[src/rtl/fetch_stage_if.sv]
// Fetch-stage bus: decode-side control, instruction-memory handshake and held-instruction outputs.
// The master modport is the fetch stage itself; the slave modport is its environment.
interface fetch_stage_if;
  logic        Stall;
  logic        Flush;
  logic [63:0] BranchTarget;
  logic        IMemReq;
  logic [63:0] IMemAddr;
  logic [31:0] IMemRdata;
  logic        IMemAck;
  logic [63:0] IF_PC;
  logic [31:0] IF_Instr;
  logic [6:0]  OPCode;
  logic [3:0]  Funct;
  logic        IF_Valid;

  modport master (
    input  Stall, Flush, BranchTarget, IMemRdata, IMemAck,
    output IMemReq, IMemAddr, IF_PC, IF_Instr, OPCode, Funct, IF_Valid
  );

  modport slave (
    output Stall, Flush, BranchTarget, IMemRdata, IMemAck,
    input  IMemReq, IMemAddr, IF_PC, IF_Instr, OPCode, Funct, IF_Valid
  );
endinterface

[src/rtl/fetch_stage.sv]
// Instruction fetch with a one-entry skid; an ack at edge N is visible after edge N (1 cycle).
// Stall freezes a live output; an ack that cannot land goes to the skid and requests pause (HOLD).
module fetch_stage (
  input  logic          clk,
  input  logic          reset,
  fetch_stage_if.master bus
);

  typedef enum logic [1:0] {BOOT, REQ, HOLD} state_t;

  state_t      state;
  logic [63:0] pc;
  logic [31:0] skid_instr;
  logic [63:0] skid_pc;
  logic [63:0] if_pc;
  logic [31:0] if_instr;
  logic        if_valid;
  logic        imem_req;
  logic        out_free;

  assign out_free     = !if_valid || !bus.Stall;

  assign bus.IMemReq  = imem_req;
  assign bus.IMemAddr = pc;
  assign bus.IF_PC    = if_pc;
  assign bus.IF_Instr = if_instr;
  assign bus.IF_Valid = if_valid;
  assign bus.OPCode   = if_instr[6:0];
  assign bus.Funct    = {if_instr[30], if_instr[14:12]};

  always_ff @(posedge clk or negedge reset) begin
    if (!reset) begin
      state      <= BOOT;
      pc         <= '0;
      skid_instr <= '0;
      skid_pc    <= '0;
      if_pc      <= '0;
      if_instr   <= '0;
      if_valid   <= 1'b0;
      imem_req   <= 1'b0;
    end else begin
      case (state)
        BOOT: begin
          if (bus.Flush) pc <= bus.BranchTarget;
          state    <= REQ;
          imem_req <= 1'b1;
        end

        REQ: begin
          if (bus.Flush) begin
            pc       <= bus.BranchTarget;
            if_valid <= 1'b0;
          end else if (bus.IMemAck) begin
            pc <= pc + 64'd4;
            if (out_free) begin
              if_instr <= bus.IMemRdata;
              if_pc    <= pc;
              if_valid <= 1'b1;
            end else begin
              // Decode is stalled on a live instruction: park the word and pause requests.
              skid_instr <= bus.IMemRdata;
              skid_pc    <= pc;
              state      <= HOLD;
              imem_req   <= 1'b0;
            end
          end else if (!bus.Stall) begin
            if_valid <= 1'b0;
          end
        end

        HOLD: begin
          if (bus.Flush) begin
            pc         <= bus.BranchTarget;
            if_valid   <= 1'b0;
            skid_instr <= '0;
            skid_pc    <= '0;
            state      <= REQ;
            imem_req   <= 1'b1;
          end else if (!bus.Stall) begin
            if_instr <= skid_instr;
            if_pc    <= skid_pc;
            if_valid <= 1'b1;
            state    <= REQ;
            imem_req <= 1'b1;
          end
        end

        default: begin
          state    <= BOOT;
          imem_req <= 1'b0;
        end
      endcase
    end
  end

endmodule

[src/flat_wrapper.sv]
// flat-port wrapper written by rule: the top's interface ports become plain ports
module fetch_stage_flat 
  (clk, reset, bus_Stall, bus_Flush, bus_BranchTarget, bus_IMemRdata, bus_IMemAck, bus_IMemReq, bus_IMemAddr, bus_IF_PC, bus_IF_Instr, bus_OPCode, bus_Funct, bus_IF_Valid);
  fetch_stage_if bus_i ();
  input  logic clk;
  input  logic reset;
  input wire logic [$bits(bus_i.Stall)-1:0] bus_Stall;
  input wire logic [$bits(bus_i.Flush)-1:0] bus_Flush;
  input wire logic [$bits(bus_i.BranchTarget)-1:0] bus_BranchTarget;
  input wire logic [$bits(bus_i.IMemRdata)-1:0] bus_IMemRdata;
  input wire logic [$bits(bus_i.IMemAck)-1:0] bus_IMemAck;
  output wire logic [$bits(bus_i.IMemReq)-1:0] bus_IMemReq;
  output wire logic [$bits(bus_i.IMemAddr)-1:0] bus_IMemAddr;
  output wire logic [$bits(bus_i.IF_PC)-1:0] bus_IF_PC;
  output wire logic [$bits(bus_i.IF_Instr)-1:0] bus_IF_Instr;
  output wire logic [$bits(bus_i.OPCode)-1:0] bus_OPCode;
  output wire logic [$bits(bus_i.Funct)-1:0] bus_Funct;
  output wire logic [$bits(bus_i.IF_Valid)-1:0] bus_IF_Valid;
  assign bus_i.Stall = bus_Stall;
  assign bus_i.Flush = bus_Flush;
  assign bus_i.BranchTarget = bus_BranchTarget;
  assign bus_i.IMemRdata = bus_IMemRdata;
  assign bus_i.IMemAck = bus_IMemAck;
  assign bus_IMemReq = bus_i.IMemReq;
  assign bus_IMemAddr = bus_i.IMemAddr;
  assign bus_IF_PC = bus_i.IF_PC;
  assign bus_IF_Instr = bus_i.IF_Instr;
  assign bus_OPCode = bus_i.OPCode;
  assign bus_Funct = bus_i.Funct;
  assign bus_IF_Valid = bus_i.IF_Valid;
  fetch_stage u_core (.clk(clk), .reset(reset), .bus(bus_i));
endmodule
[config.mk]
export PLATFORM = sky130hd
export DESIGN_NAME = fetch_stage_flat
export DESIGN_NICKNAME = d
export VERILOG_FILES = /design/src/rtl/fetch_stage_if.sv /design/src/rtl/fetch_stage.sv /design/src/flat_wrapper.sv
export SDC_FILE = /design/constraint.sdc
export NUM_CORES = 1
export LEC_CHECK = 0
export ABC_AREA = 1
export CELL_PAD_IN_SITES_DETAIL_PLACEMENT = 0
export CELL_PAD_IN_SITES_GLOBAL_PLACEMENT = 1
export CORE_MARGIN = 2
export CORE_UTILIZATION = 33
export DETAILED_ROUTE_END_ITERATION = 8
export PLACE_DENSITY = 0.76
export SETUP_SLACK_MARGIN = 0.3
export SYNTH_ARGS = -nofsm -noshare
export SYNTH_HDL_FRONTEND = slang
export SYNTH_SLANG_ARGS = --single-unit
[constraint.sdc]
create_clock -name clk -period 1.8 [get_ports clk]
set_input_delay 0.27 -clock clk [delete_from_list [all_inputs] [get_ports clk]]
set_output_delay 0.27 -clock clk [all_outputs]
set_load 0.1 [all_outputs]
After elaboration in Yosys (flattened, before gate mapping)
Cells that the tools add are included.
{"block": "totals", "register_bits": 260, "input_bits": 101, "out_inout_bits": 173, "wordCells": 79}
{"block": "op_classes", "n_addsub": 1, "n_eq_ne": 14, "mux": 44, "n_reduce_logical": 12}
{"operator": "2-to-1 mux 64 bit", "n": 12}
{"operator": "one-hot mux 64 bit (2 select lines)", "n": 3}
{"operator": "2-to-1 mux 32 bit", "n": 9}
{"operator": "one-hot mux 32 bit (2 select lines)", "n": 2}
{"operator": "adder 64 x 3 -> 64 bit, second input constant", "n": 1}
{"operator": "inequality test 2 bit, second input constant", "n": 6}
{"operator": "2-to-1 mux 1 bit", "n": 10}
{"operator": "2-to-1 mux 2 bit", "n": 5}
{"operator": "AND reduction 4 bit", "n": 2}
{"operator": "inequality test 3 bit, second input constant", "n": 2}
{"operator": "one-hot mux 2 bit (3 select lines)", "n": 1}
{"operator": "AND reduction 6 bit", "n": 1}
{"operator": "AND reduction 5 bit", "n": 1}
{"operator": "inequality test 2 x 1 -> 1 bit, second input constant", "n": 2}
{"operator": "inequality test 4 x 3 -> 1 bit, second input constant", "n": 1}
{"operator": "inequality test 4 bit, second input constant", "n": 1}
{"operator": "nonzero test 2 bit", "n": 2}
{"operator": "one-hot mux 1 bit (3 select lines)", "n": 1}
{"operator": "AND reduction 3 bit", "n": 1}
{"operator": "== test 2 x 1 -> 1 bit, second input constant", "n": 1}
{"operator": "== test 2 bit, second input constant", "n": 1}
{"operator": "logical NOT 1 bit", "n": 2}
{"operator": "logical NOT 2 bit", "n": 1}
{"operator": "one-hot mux 1 bit (2 select lines)", "n": 1}
{"operator": "2 further kinds", "n": 2}

Depth between registers and ports, before layout
Gate-level depths: netlist of run 1.
{"block": "logic_depth", "depth_word": 6, "ltp_mapped": 12, "ltp_nobuf": 12}

Least setup slack after synthesis of run 1
OpenSTA, ideal clock, no wires.
{"block": "synth_path", "path_kind": "reg2reg", "startpoint": "register u_core.pc[2], in the netlist u_core.bus.IMemAddr[2]", "endpoint": "register u_core.pc[38], in the netlist u_core.bus.IMemAddr[38]", "arrival_ps": 2428, "t_required_ps": 1687, "setup_slack_ps": -741, "path_stages_with_launch": 11, "path_buffers": 0, "cell_sequence": "dfrtp_1 ha_1 inv_1 nor2_1 nand2_1 nor2_1 nand4_1 o21ai_1 nand2_1 nand2_1 inv_1"}
{"block": "synth_via", "elab_chain_cells": 4}
{"element": "start: declaration", "line": "fetch_stage.sv:12", "text": "logic [63:0] pc;"}
{"element": "start signal: assignment", "line": "fetch_stage.sv:44", "text": "if (bus.Flush) pc <= bus.BranchTarget;"}
{"element": "start signal: assignment", "line": "fetch_stage.sv:51", "text": "pc <= bus.BranchTarget;"}
{"element": "start signal: assignment", "line": "fetch_stage.sv:54", "text": "pc <= pc + 64'd4;"}
{"element": "adder 64 x 3 -> 64 bit", "line": "fetch_stage.sv:54"}
{"element": "2-to-1 mux 64 bit", "line": "fetch_stage.sv:53", "text": "end else if (bus.IMemAck) begin"}
{"element": "2-to-1 mux 64 bit", "line": "fetch_stage.sv:50", "text": "if (bus.Flush) begin"}
{"element": "one-hot mux 64 bit (2 select lines)", "line": "fetch_stage.sv:42", "text": "case (state)"}
No other way between the ends. The select of a mux whose other input is x is not followed.
A chain may end at the register's enable or synchronous reset.

Worst setup path after layout of run 1
{"block": "layout_path", "startpoint": "register u_core.pc[3], in the netlist u_core.bus.IMemAddr[3]", "endpoint": "register u_core.pc[38], in the netlist u_core.bus.IMemAddr[38]"}
The elaborated chain is that of the path after synthesis.

==> flow_metrics.tcl, run 1 <==
set metrics [dict create \
    startpoint "u_core.bus.IMemAddr[3]" \
    gp_congestion 0.8959 \
    period_share_pct 101.1 \
    hold_viol_final 0 \
    first_pass_iters 5 \
    skew_ns 0.01782 \
    antenna_found_initial 0 \
    finish.utilization_pct 59.66 \
    tns_ns -0.02038 \
    syn_to_final_growth_pct 78.14 \
    worst_pin_slew_ns 0.5014 \
    die_y_um 207.8 \
    syn_inst 1991 \
    violations "negative setup slack" \
    syn_nets 2093 \
    relSlewSlack_pct 66.57 \
    port_buffers 273 \
    fp.dieW_um 207.8 \
    hpwl_um 37780 \
    diodes 0 \
    setup_viol 1 \
    finalCriticalPeriod_ns 1.820 \
    synthSimpleGateAreaFrac_pct 37.76 \
    synth-compound-area-share_pct 7.486 \
    synthDistinctLibCells 33 \
    ys.flop_type "dfrtp_1" \
    antenna_left 0 \
    yosys.area_share.xor_xnor_pct 0.5112 \
    synth_seq_area_share_pct 47.47 \
    grt_pass1_wl_um 83690 \
    async_flop_share_pct 100.0 \
    place_inst 2839 \
    fmax_mhz 549.3 \
    max-clock-path-buffers 3 \
    cts_tree "done" \
    whs_ns 0.2274 \
    core-area_um2 40920 \
    drt_iter0_markers 1067 \
    critical_path_arrival_ns 2.29 \
    clock-sinks 260 \
    startpoint_type "flop" \
    synthMuxAreaShare_pct 0.1643 \
    ios 274 \
    r2r-start "u_core.bus.IMemAddr[3]" \
    drc_errors 0 \
    layout-drive-gt1-share_pct 38.40 \
    clock-root-buffer "clkbuf_16" \
    overflow 0 \
    cts.clk_slew.worst_paths_ns 0.07 \
    slew_viol_final 0 \
    end_kind "flop" \
    hp-class "in2async" \
    max_cap_violations 0 \
    ys_warn_count 0 \
    cts_inserted_buffers 31 \
    synth_seq_cells 260 \
    status "finished with violations" \
    vias 15257 \
    via_per_inst 5.024 \
    path_class "reg2reg" \
    num_rows 74 \
    wl_per_cell_um 19.32 \
    grt.total_usage_pct 24.47 \
    layout_setup_ws_ns -0.02038 \
    wirelength_um 58690 \
    clock_latency_ns 0.57 \
    start_util_pct 33.49 \
    nNetsFinal 2583 \
    h-tree-depth 1 \
    syn_area_um2 13710 \
    worstPathRequired_ns 2.27 \
    rsz0062_at_grt "yes" \
    crit_fanout 5 \
    synth_top_family_by_area "simple AND/OR/NAND/NOR gates" \
    synth-edff-count 0 \
    syn_area_per_cell_um2 6.884 \
    fp.dieArea_um2 43180 \
    final_cells 3037 \
    synth_adder_area_share_pct 0.09129 \
    grt_pass1_vias 14252 \
    grt_max_degree 55 \
]
sequential cells by signal, indices dropped and copies added, names as in the netlist:
signal and cells:
u_core.bus.IF_PC 64, u_core.bus.IMemAddr 64, u_core.bus.IMemReq 1, u_core.bus.IF_Instr 32
u_core.bus.IF_Valid 1, u_core.skid_instr 32, u_core.state 2, u_core.skid_pc 64
metal layers:
metal	GRT usage (%)	wire length, µm	vias to the layer above
li1	-	-	7272
met3	2.980	3062	95
met2	41.09	28710	495
met1	33.77	25450	7395
met4	5.576	1464	0
met5	0	0	-
metrics by stage:
| stage | worst slack, ns | instance area [µm²] |
|---|---|---|
| after floorplan | 0.04229 | 14690 |
| after global placement | -0.2199 | 20000 |
| after detailed placement | -0.2760 | 20000 |
| after CTS | 0.05912 | 22110 |
| after global routing | -0.05737 | 24420 |
| final | -0.02038 | 24420 |
cells by family (layout without fill, tap and decap cells):
kind of cell,Yosys count,in the layout
AO/OA/AOI/OAI,194,194
XOR/XNOR,8,8
flip-flops,260,260
AND/OR/NAND/NOR,1308,1309
adder cells (fa/ha/maj),1,1
multiplexers,2,2
buffers and inverters,218,731
path summary, 6_finish.rpt:
| check | endpoint | slack [ns] | cells past startpoint |
|---|---|---|---|
| worst max-delay path | u_core.bus.IMemAddr[38] | -0.02 | 10 |
| worst min register to register | u_core.bus.IF_Instr[7] | 0.48 | 2 |
| worst max register to register | u_core.bus.IMemAddr[38] | -0.02 | 10 |
| max in group asynchronous | u_core.bus.IMemAddr[25] | 0.85 | 3 |
| min in group clk | u_core.skid_instr[28] | 0.30 | 3 |
| worst min-delay path | u_core.skid_instr[26] | 0.23 | 2 |
synth_stat cells (2+ instances only):
library cell	instances	area share [%]
nand2_1	814	22
nor2_1	305	8.4
dfrtp_1	260	47
nand3_1	160	5.8
a21oi_1	124	4.5
inv_1	105	2.9
clkbuf_1	68	1.9
o21ai_0	44	1.6
buf_2	27	0.99
nand4_1	19	0.87
buf_4	11	0.60
o22ai_1	7	0.32
xor2_1	7	0.45
nor3_1	6	0.22
buf_1	5	0.14
a31oi_1	3	0.14
o21a_1	3	0.16
o21ai_1	3	0.11
a22oi_1	2	0.11
inv_2	2	0.055
mux2_2	2	0.16
nor2_2	2	0.091
o22a_1	2	0.13
worst max-delay path, cell delays in order (launching register included):
cell	delay, ns
dfrtp_4	0.46
ha_4	0.22
inv_4	0.06
nor2_4	0.16
nand2_4	0.10
nor2_4	0.21
nand4_1	0.18
o21ai_1	0.17
nand2_1	0.06
nand2_1	0.06
inv_1	0.03
final cells by class:
cell class	instances	area, µm²
fillers	3559	16510
multi-input cells	1514	8105
repair buffers	567	7483
flip-flops and latches	260	6733
clock buffers	45	888.4
well taps	532	665.6
inverters	107	424.2
clock inverters	12	116.4
cells in the final DEF, fill, tap and decap left out, types with 8 or more instances in the layout:
cell,netlist,routed
dfrtp_4,0,55
nand2_4,0,41
dfrtp_2,0,16
nand3_2,0,23
nor2_4,0,79
nor2_1,305,173
buf_8,0,8
o21ai_1,3,28
dfrtp_1,260,189
nand2_1,814,697
nor2_2,2,55
clkdlybuf4s50_1,0,99
buf_12,0,162
clkbuf_16,0,51
nand3_1,160,133
buf_16,0,17
buf_4,11,224
clkinv_2,0,8
a21oi_2,0,72
buf_6,0,33
nand2_2,1,74
nand4_1,19,19
a21oi_1,124,51
clkbuf_1,68,8
o21ai_0,44,17
inv_1,105,97
repair_timing:
action                                 4_1_cts  5_1_grt
pin swaps                                   19       59
resized for setup                          109      331
gates cloned                                14       26
hold buffers                                 1        0
endpoints found under the hold margin       43        0
setup endpoints to repair                  354      364
buffers inserted                            36       64
Power of run 1 is left out: the tool's default activity adds up to more than one toggle a clock period on the data nets, which glitch-free logic cannot reach.
==> inputs of run 2 (changes only) <==
==> constraint.sdc (replaced) <==
create_clock -name clk -period 1.8 [get_ports clk]
set_input_delay 0.18 -clock clk [delete_from_list [all_inputs] [get_ports clk]]
set_output_delay 0.18 -clock clk [all_outputs]
set_load 0.1 [all_outputs]
==> flow_metrics.tcl, run 2 (synthesis results as in run 1) <==
set metrics [dict create \
    port_buffers 273 \
    drc_errors 0 \
    multi_input_area_um2 8168 \
    skew_ns 0.02674 \
    grt_pass1_wl_um 89080 \
    finalCriticalPeriod_ns 1.837 \
    hp-class "in2async" \
    worstPathRequired_ns 2.23 \
    fp.dieW_um 207.8 \
    layout-drive-gt1-share_pct 39.14 \
    crit_fanout 7 \
    vias 15344 \
    first_pass_iters 7 \
    max_cap_violations 0 \
    relSlewSlack_pct 67.96 \
    fp.dieArea_um2 43180 \
    max-clock-path-buffers 3 \
    cp_top_family "buffers and inverters" \
    worst_pin_slew_ns 0.4806 \
    ff2ff_path_depth 12 \
    cpPeakStageDelay_ns 0.40 \
    regArea_um2 6730 \
    antenna_found_initial 1 \
    rsz0062_at_grt "yes" \
    wirelength_um 59100 \
    grt.total_usage_pct 26.27 \
    clock-root-buffer "clkbuf_16" \
    design_area_um2 24140 \
    postPlaceCellArea_um2 18970 \
    r2r_slack_ns -0.04 \
    cts_inserted_buffers 34 \
    critPathSlowestCell "dfrtp_1" \
    n_fill_cell 3620 \
    ios 274 \
    layout_setup_ws_ns -0.03727 \
    cts.clk_slew.worst_paths_ns 0.06 \
    critical_path_arrival_ns 2.27 \
    core-area_um2 40920 \
    layout_commonest_cell "nand2_1" \
    startpoint_type "flop" \
    antenna_left 0 \
    timing.critical_path.buf_inv 5 \
    drt_iter0_markers 1155 \
    cpMostUsedCell "nand2_2" \
    violations "negative setup slack" \
    num_rows 74 \
    cts_tree "done" \
    clock_latency_ns 0.56 \
    r2r-end "u_core.bus.IF_Instr[3]" \
    start_util_pct 33.49 \
    r2r-start "u_core.state[1]" \
    end_kind "flop" \
    slew_viol_final 0 \
    hold_viol_final 0 \
    status "finished with violations" \
    final_cell_mix "nand2_1 (731), buf_4 (299), dfrtp_1 (191)" \
    setup_viol 31 \
    tns_ns -0.5049 \
    nNetsFinal 2601 \
    period_share_pct 102.1 \
    h-tree-depth 2 \
    die_y_um 207.8 \
    wl_per_cell_um 19.33 \
    path_class "reg2reg" \
    overflow 0 \
    cp_cell_sequence "inv_2 > nand2_2 > a21oi_2 > nor2_2 > buf_4 > a22oi_2 > buf_6 > nand2_8 > buf_12 > buf_16 > nand2_2 > nand2_1" \
    hpwl_um 37270 \
    gp_congestion 0.9012 \
    grt_max_degree 63 \
    clock-sinks 260 \
    pre_cts_slack_ns -0.1897 \
    grt_pass1_vias 15263 \
    syn_to_final_growth_pct 76.10 \
    fmax_mhz 544.3 \
    via_per_inst 5.019 \
]
[run 2: changes by cell type in the layout (fill, tap and decap cells not counted), sizes merged]
cell,previous run,this run
bufinv,2,5
nand2,816,815
bufbuf,3,2
inv,106,107
buf,444,470
diode,0,1
clkinv,10,5
clkbuf,65,61
[run 2: timing repair]
item	CTS	global route
pin swaps	48	41
buffers inserted	94	38
hold endpoints to repair	155	0
resized for setup	211	252
setup endpoints to repair	290	299
hold buffers	1	0
gates cloned	28	11
[run 2: area by class of cell]
| cell class | count | area share [%] |
|---|---|---|
| timing repair buffer | 583 | 28.77 |
| multi-input combinational | 1513 | 33.84 |
| inverter | 107 | 1.768 |
| antenna | 1 | 0.01037 |
| clock inverter | 11 | 0.7724 |
| tap | 532 | 2.758 |
| sequential | 260 | 27.88 |
| clock buffer | 50 | 4.194 |
[run 2: layer usage]
metal  track usage, %  vias up  part of all wire [%]
met1            34.73     7424                    42
met5                0        -                     0
met3            3.858       90                   6.1
met2            44.13      526                    49
met4            8.755        0                   2.7
li1                 -     7304                     -
[run 2: how the worst max path moves through the flow]
stage          slack, ns  cells after the start                       to                   start
4_1_cts             0.04                     11       u_core.skid_pc[55]         u_core.state[0]
6_report           -0.04                     12   u_core.bus.IF_Instr[3]         u_core.state[1]
2_1_floorplan       0.04                     10  u_core.bus.IMemAddr[38]  u_core.bus.IMemAddr[3]
3_5_place_dp       -0.19                     10   u_core.bus.IF_Instr[0]               bus_Flush
3_3_place_gp       -0.12                      9  u_core.bus.IMemAddr[60]               bus_Flush
5_1_grt            -0.14                     12   u_core.bus.IF_Instr[0]         u_core.state[1]
[run 2: worst register-to-register path, stage by stage, from the launching register on]
cell and delay [ns]:
dfrtp_1 0.40, inv_2 0.07, nand2_2 0.06, a21oi_2 0.13, nor2_2 0.08, buf_4 0.14, a22oi_2 0.19, buf_6 0.17
nand2_8 0.10, buf_12 0.15, buf_16 0.14, nand2_2 0.06, nand2_1 0.05
[run 2: per-stage QoR]
step	utilization, %	hold WS [ns]	instances
floorplan	-	-0.1156	1991
global placement	46.35	0.1373	2823
detailed placement	46.35	0.1411	2823
CTS	55.26	0.1454	3007
global route	58.98	0.1913	3057
finish	58.98	0.1507	3057
Power of run 2 is left out for the same reason.
